$ cat src/rtl/ap_ctrl_hs_driver.sv
// Initiator side of the ap_ctrl_hs block-level handshake: launches NUM_TRANS starts,
// drains the dones, and raises finish. Optional protocol checker: AP_CTRL_PROTOCOL_CHECK_EN.
module ap_ctrl_hs_driver #(
    parameter int unsigned NUM_TRANS = 16,
    parameter int unsigned CNT_W     = 32,
    parameter int unsigned TIMEOUT   = 1024
) (
    input  logic             clock,
    input  logic             reset,
    input  logic             enable,
    input  logic             hold_continue,
    output logic             ap_start,
    input  logic             ap_ready,
    input  logic             ap_done,
    input  logic             ap_idle,
    output logic             ap_continue,
    output logic [CNT_W-1:0] start_count,
    output logic [CNT_W-1:0] done_count,
    output logic [CNT_W-1:0] run_cycles,
    output logic             finish,
    output logic             timeout_err,
    output logic             protocol_err
);

    localparam int unsigned TMR_W = $clog2(TIMEOUT + 1);

    typedef enum logic [1:0] {IDLE, LAUNCH, DRAIN, FINISH} state_t;

    state_t           state;
    state_t           state_nxt;
    logic [TMR_W-1:0] idle_timer;
    logic             in_run;
    logic             run_begin;
    logic             start_hs;
    logic             done_acc;
    logic             done_hs;
    logic             last_start;
    logic             all_done;
    logic             timed_out;

    // Handshake decode and transition conditions
    always_comb begin
        in_run     = (state == LAUNCH) || (state == DRAIN);
        run_begin  = (state == IDLE) && enable;
        start_hs   = ap_start && ap_ready;
        done_acc   = ap_done && ap_continue;
        done_hs    = done_acc && in_run;
        last_start = start_hs && (start_count == CNT_W'(NUM_TRANS - 1));
        all_done   = (done_count == CNT_W'(NUM_TRANS)) && ap_idle;
        timed_out  = !done_hs && (idle_timer == TMR_W'(TIMEOUT - 1));
    end

    always_ff @(posedge clock or posedge reset) begin
        if (reset) state <= IDLE;
        else       state <= state_nxt;
    end

    always_comb begin
        state_nxt = state;
        case (state)
            IDLE:    if (enable)                 state_nxt = LAUNCH;
            LAUNCH:  if (last_start)             state_nxt = DRAIN;
            DRAIN:   if (all_done || timed_out)  state_nxt = FINISH;
            FINISH:  if (!enable)                state_nxt = IDLE;
            default:                             state_nxt = IDLE;
        endcase
    end

    // ap_start/finish decode straight from the state register; ap_continue is combinational
    always_comb begin
        ap_start    = (state == LAUNCH);
        finish      = (state == FINISH);
        ap_continue = (state != IDLE) && !hold_continue;
    end

    // Run counters saturate and hold their value until the next run begins
    always_ff @(posedge clock or posedge reset) begin
        if (reset) begin
            start_count <= '0;
            done_count  <= '0;
            run_cycles  <= '0;
            timeout_err <= 1'b0;
        end else if (run_begin) begin
            start_count <= '0;
            done_count  <= '0;
            run_cycles  <= '0;
            timeout_err <= 1'b0;
        end else begin
            if (start_hs && (start_count != '1)) start_count <= start_count + CNT_W'(1);
            if (done_hs && (done_count != '1))   done_count  <= done_count + CNT_W'(1);
            if (in_run && (run_cycles != '1))    run_cycles  <= run_cycles + CNT_W'(1);
            if ((state == DRAIN) && !all_done && timed_out) timeout_err <= 1'b1;
        end
    end

    // Cycles since DRAIN entry or the last accepted done
    always_ff @(posedge clock or posedge reset) begin
        if (reset)                               idle_timer <= '0;
        else if ((state != DRAIN) || done_hs)    idle_timer <= '0;
        else                                     idle_timer <= idle_timer + TMR_W'(1);
    end

`ifdef AP_CTRL_PROTOCOL_CHECK_EN
    logic viol_orphan_done;
    logic viol_ready;
    logic viol_idle_done;

    always_comb begin
        viol_orphan_done = done_acc && (done_count == start_count);
        viol_ready       = ap_ready && !ap_start;
        viol_idle_done   = ap_done && (state == IDLE);
    end

    // A violation on the run-begin edge wins over the clear
    always_ff @(posedge clock or posedge reset) begin
        if (reset)                                             protocol_err <= 1'b0;
        else if (viol_orphan_done || viol_ready || viol_idle_done) protocol_err <= 1'b1;
        else if (run_begin)                                    protocol_err <= 1'b0;
    end

`ifndef SYNTHESIS
    longint unsigned cycle_num;

    always_ff @(posedge clock or posedge reset) begin
        if (reset) begin
            cycle_num <= 64'd0;
        end else begin
            cycle_num <= cycle_num + 64'd1;
            if (viol_orphan_done) $error("ap_ctrl_hs: done with nothing outstanding at cycle %0d", cycle_num);
            if (viol_ready)       $error("ap_ctrl_hs: ap_ready without ap_start at cycle %0d", cycle_num);
            if (viol_idle_done)   $error("ap_ctrl_hs: ap_done while idle at cycle %0d", cycle_num);
        end
    end
`endif
`else
    assign protocol_err = 1'b0;
`endif

endmodule

$ cat config.mk
export PLATFORM = sky130hd
export DESIGN_NAME = ap_ctrl_hs_driver
export DESIGN_NICKNAME = d
export VERILOG_FILES = /design/src/rtl/ap_ctrl_hs_driver.sv
export SDC_FILE = /design/constraint.sdc
export NUM_CORES = 1
export LEC_CHECK = 0
export CORE_MARGIN = 2
export CORE_UTILIZATION = 45
export DETAILED_ROUTE_END_ITERATION = 10
export PLACE_DENSITY = 0.82
export SKIP_CTS_REPAIR_TIMING = 1
export SYNTH_ARGS = -nofsm -noshare
export SYNTH_HDL_FRONTEND = slang
export SYNTH_SLANG_ARGS = --single-unit
$ cat constraint.sdc
create_clock -name clock -period 4.4 [get_ports clock]
set_input_delay 0.44 -clock clock [delete_from_list [all_inputs] [get_ports clock]]
set_output_delay 0.44 -clock clock [all_outputs]
set_load 0.05 [all_outputs]
==> results_tabular.tex <==
\begin{tabular}{lr}
\hline
Metric & Value \\
\hline
\multicolumn{2}{l}{\textbf{Timing}} \\
\quad Fin Hold WS & 0.501 ns \\
\quad Setup repair after global routing missed its margin & false \\
\quad Worst slew pin tran & 0.774 ns \\
\quad Number of setup violations in the final report & 0 \\
\quad Largest clock skew in the final design & 0.00866 ns \\
\quad Final total negative setup slack & 0 ns \\
\quad Final Critical Period & 2.66 ns \\
\quad Max-slew violation count & 0 \\
\quad Period utilisation layout & 60.4\% \\
\quad Max-slew headroom at the worst pin & 47.9\% \\
\quad Number of hold-slack violations in the final timing report & 0 \\
\quad Max Freq & 376 MHz \\
\multicolumn{2}{l}{\textbf{Flow run}} \\
\quad Number of maximum-capacitance violations & 0 \\
\multicolumn{2}{l}{\textbf{Clocking}} \\
\quad Number of buffers added by the clock tree synthesis step & 9 \\
\quad Number of levels the H-tree was split into & 3 \\
\quad Clock Latency Late Sink & 0.35 ns \\
\quad Total clock sinks & 110 \\
\quad Worst-path clk slew & 0.07 ns \\
\quad Clock root buffer & clkbuf\_16 \\
\quad Maximum clock insertion buffer count & 2 \\
\quad Clock tree from TritonCTS & built \\
\multicolumn{2}{l}{\textbf{Setup path}} \\
\quad Cell repeated most along the worst path & and3\_1 \\
\quad Slowest library cell on the worst path & and3\_1 \\
\quad Stage delay of the slowest cell on the critical path & 0.55 ns \\
\quad Data arrival time of the critical path & 2.92 ns \\
\quad Cell count of the worst reg-to-reg path & 7 \\
\quad Critical Path Start Type & flop \\
\quad WS Path Type & reg -> reg \\
\quad Largest driver fanout on the critical path & 15 \\
\quad Sequence of cells on the critical path & inv\_1, ha\_1, and3\_1, and3\_1, nand3\_1, or3\_1, a21oi\_1 \\
\quad Critical Path RT & 4.66 ns \\
\quad Critical path endpoint category & flop \\
\multicolumn{2}{l}{\textbf{Floorplanning}} \\
\quad Num rows & 41 \\
\quad Die ar. & 13,900 um2 \\
\quad Total core area & 12,700 um2 \\
\quad Initial cell density of the core & 46.2\% \\
\quad Horizontal extent of the die & 118 um \\
\quad IO Count & 108 \\
\quad Die boundary height & 118 um \\
\multicolumn{2}{l}{\textbf{Route}} \\
\quad Via-to-Cell Ratio & 5.87 \\
\quad Total routed wirelength & 15,300 um \\
\quad Pre-antenna DRT Iters & 5 \\
\quad Violation count after the first detailed-route iteration & 496 \\
\quad Average wire length per cell after detail routing & 16.7 um \\
\quad Antenna-violating nets left & 0 \\
\quad DRC violation count after routing & 0 \\
\quad Total via count in the routed design & 5,394 \\
\multicolumn{2}{l}{\textbf{Place}} \\
\quad Area post-placement & 7090 um2 \\
\quad Final estimated routing congestion in global placement & 0.924 \\
\quad Buffers on Ports & 106 \\
\quad HPWL after DPL & 10,800 um \\
\multicolumn{2}{l}{\textbf{Global route}} \\
\quad Maximum number of pins on one net before global-route repair & 56 \\
\quad Total global routing overflow & 0 \\
\quad Via count of the first global-routing pass & 5,104 \\
\quad Total Routing Usage GR & 22.1\% \\
\quad Wire length of the first global-routing pass & 25,300 um \\
\quad Initial antenna violation count & 0 \\
\multicolumn{2}{l}{\textbf{Synth}} \\
\quad Synth async-reset ratio & 100\% \\
\quad Register bit count reported by yosys & 110 \\
\quad Post-synthesis sequential area ratio & 47.1\% \\
\quad Most used DFF post-synth & dfrtp\_1 \\
\quad Average footprint of a synthesized cell & 9.14 um2 \\
\quad Warning count from the yosys run & 0 \\
\quad Mapped cell area & 5850 um2 \\
\quad Mapped Nets & 656 \\
\quad Number of enable-type register cells in the synthesized netlist & 0 \\
\quad Number of instances in the synthesized netlist & 640 \\
\quad Number of distinct library cells after synthesis & 42 \\
\multicolumn{2}{l}{\textbf{Power}} \\
\quad Worst supply voltage drop on vdd & 0.329 mV \\
\quad Power per cell area & 415 nW/um2 \\
\quad Static power due to leakage & 3.06 nW \\
\multicolumn{2}{l}{\textbf{Cells and area}} \\
\quad Area added between synthesis and finish & 26.8\% \\
\quad Post-layout instance area & 7420 um2 \\
\quad Fraction of final layout cells sized beyond drive strength 1 & 4.02\% \\
\quad Nets@finish & 758 \\
\quad Total inserted antenna cells & 0 \\
\multicolumn{2}{l}{\textbf{Hold path}} \\
\quad Path class of the lowest-slack min-delay path & reg -> reg \\
\quad Instance count along the most critical hold path & 1 \\
\multicolumn{2}{l}{\textbf{Status}} \\
\quad Result of the run & finished clean \\
\hline
\end{tabular}
==> routing by layer <==
layer,up-vias,global-route usage (%),wire length (um)
met5,-,0,0
met4,0,7.23,265
met3,30,4.70,1040
met2,238,35.6,7230
met1,2628,29.8,6770
li1,2498,-,-
==> cell families after synthesis <==
logic type | after synthesis | synth area share, %
and+or+nand+nor | 346 | 30.8
adders and majority gates | 9 | 1.93
other | 1 | 0.0641
muxes | 4 | 0.685
xor gates and xnor gates | 75 | 11.2
AOI/OAI and AO/OA | 61 | 6.01
DFF | 110 | 47.1
buffers and inverters | 34 | 2.25
==> layout by cell type, fill, tap and decap left out, types with 4 or more instances in the layout <==
cell | netlist | layout
and2_1 | 5 | 4
nand4_1 | 45 | 45
mux2i_1 | 4 | 4
nor4_1 | 15 | 15
o21ai_0 | 23 | 23
ha_1 | 9 | 9
nor2_1 | 100 | 100
and4_1 | 12 | 12
or3_1 | 18 | 18
clkbuf_16 | 0 | 9
nor3_1 | 16 | 16
xnor2_1 | 18 | 18
or4_1 | 5 | 5
nand3_1 | 53 | 53
dfrtp_1 | 110 | 110
and3_1 | 18 | 18
clkdlybuf4s50_1 | 0 | 106
a21oi_1 | 24 | 24
inv_1 | 13 | 12
xor2_1 | 57 | 57
nand2_1 | 43 | 43
nor4b_1 | 4 | 4
buf_4 | 1 | 6
==> registers in the layout, summed over array words and instances, names as in the netlist <==
| name | count |
|---|---|
| done_count | 32 |
| idle_timer | 11 |
| run_cycles | 32 |
| start_count | 32 |
| state | 2 |
| timeout_err | 1 |
==> stage by stage <==
step | total power [mW] | setup WS [ns] | utilization (%) | instances
2_1_floorplan | 1.87 | 1.06 | - | 640
6_report | 3.08 | 1.74 | 58.5 | 919
3_3_place_gp | 2.17 | 1.79 | 56.0 | 903
5_1_grt | 3.21 | 1.43 | 58.5 | 919
3_5_place_dp | 2.21 | 1.68 | 56.0 | 903
4_1_cts | 3.08 | 1.76 | 58.5 | 919
==> final timing paths <==
check | start | to | slack (ns)
hold reg to reg | idle_timer[0] | idle_timer[0] | 0.50
max in group asynchronous | reset | done_count[15] | 2.93
setup / recovery | state[1] | done_count[27] | 1.74
setup reg to reg | state[1] | done_count[27] | 1.74
hold / removal | idle_timer[0] | idle_timer[0] | 0.50
min in group asynchronous | reset | start_count[9] | 0.55
==> synth_stat cells, types with 5 or more instances <==
| cell type | instances | area [um2] |
|---|---|---|
| a21oi_1 | 24 | 120 |
| and2_1 | 5 | 31.3 |
| and3_1 | 18 | 113 |
| and4_1 | 12 | 105 |
| clkbuf_1 | 20 | 75.1 |
| dfrtp_1 | 110 | 2750 |
| ha_1 | 9 | 113 |
| inv_1 | 13 | 48.8 |
| nand2_1 | 43 | 161 |
| nand3_1 | 53 | 265 |
| nand4_1 | 45 | 282 |
| nor2_1 | 100 | 375 |
| nor3_1 | 16 | 80.1 |
| nor4_1 | 15 | 93.8 |
| o21ai_0 | 23 | 115 |
| or3_1 | 18 | 113 |
| or4_1 | 5 | 37.5 |
| xnor2_1 | 18 | 158 |
| xor2_1 | 57 | 499 |
==> worst max-delay path, delay by kind of cell (launching register included) <==
kind                       cells  cell delay [ns]
adders and majority gates      1             0.41
buffers and inverters          1             0.08
and+or+nand+nor                4             1.50
AOI/OAI and AO/OA              1             0.17
DFF                            1             0.40
==> power breakdown <==
part | switching, mW | internal (mW)
logic | 0.679 | 0.290
registers | 0.133 | 1.10
clock network | 0.378 | 0.501
total | 1.19 | 1.89
==> cell type report <==
type,count,area [um2]
tap,172,215
clock buffer,9,225
multi-input combinational,496,2970
fill,1074,5260
sequential,110,2750
timing repair buffer,112,1110
inverter,13,51.3
clock inverter,7,98.8
(Power assumes the default switching activity.)
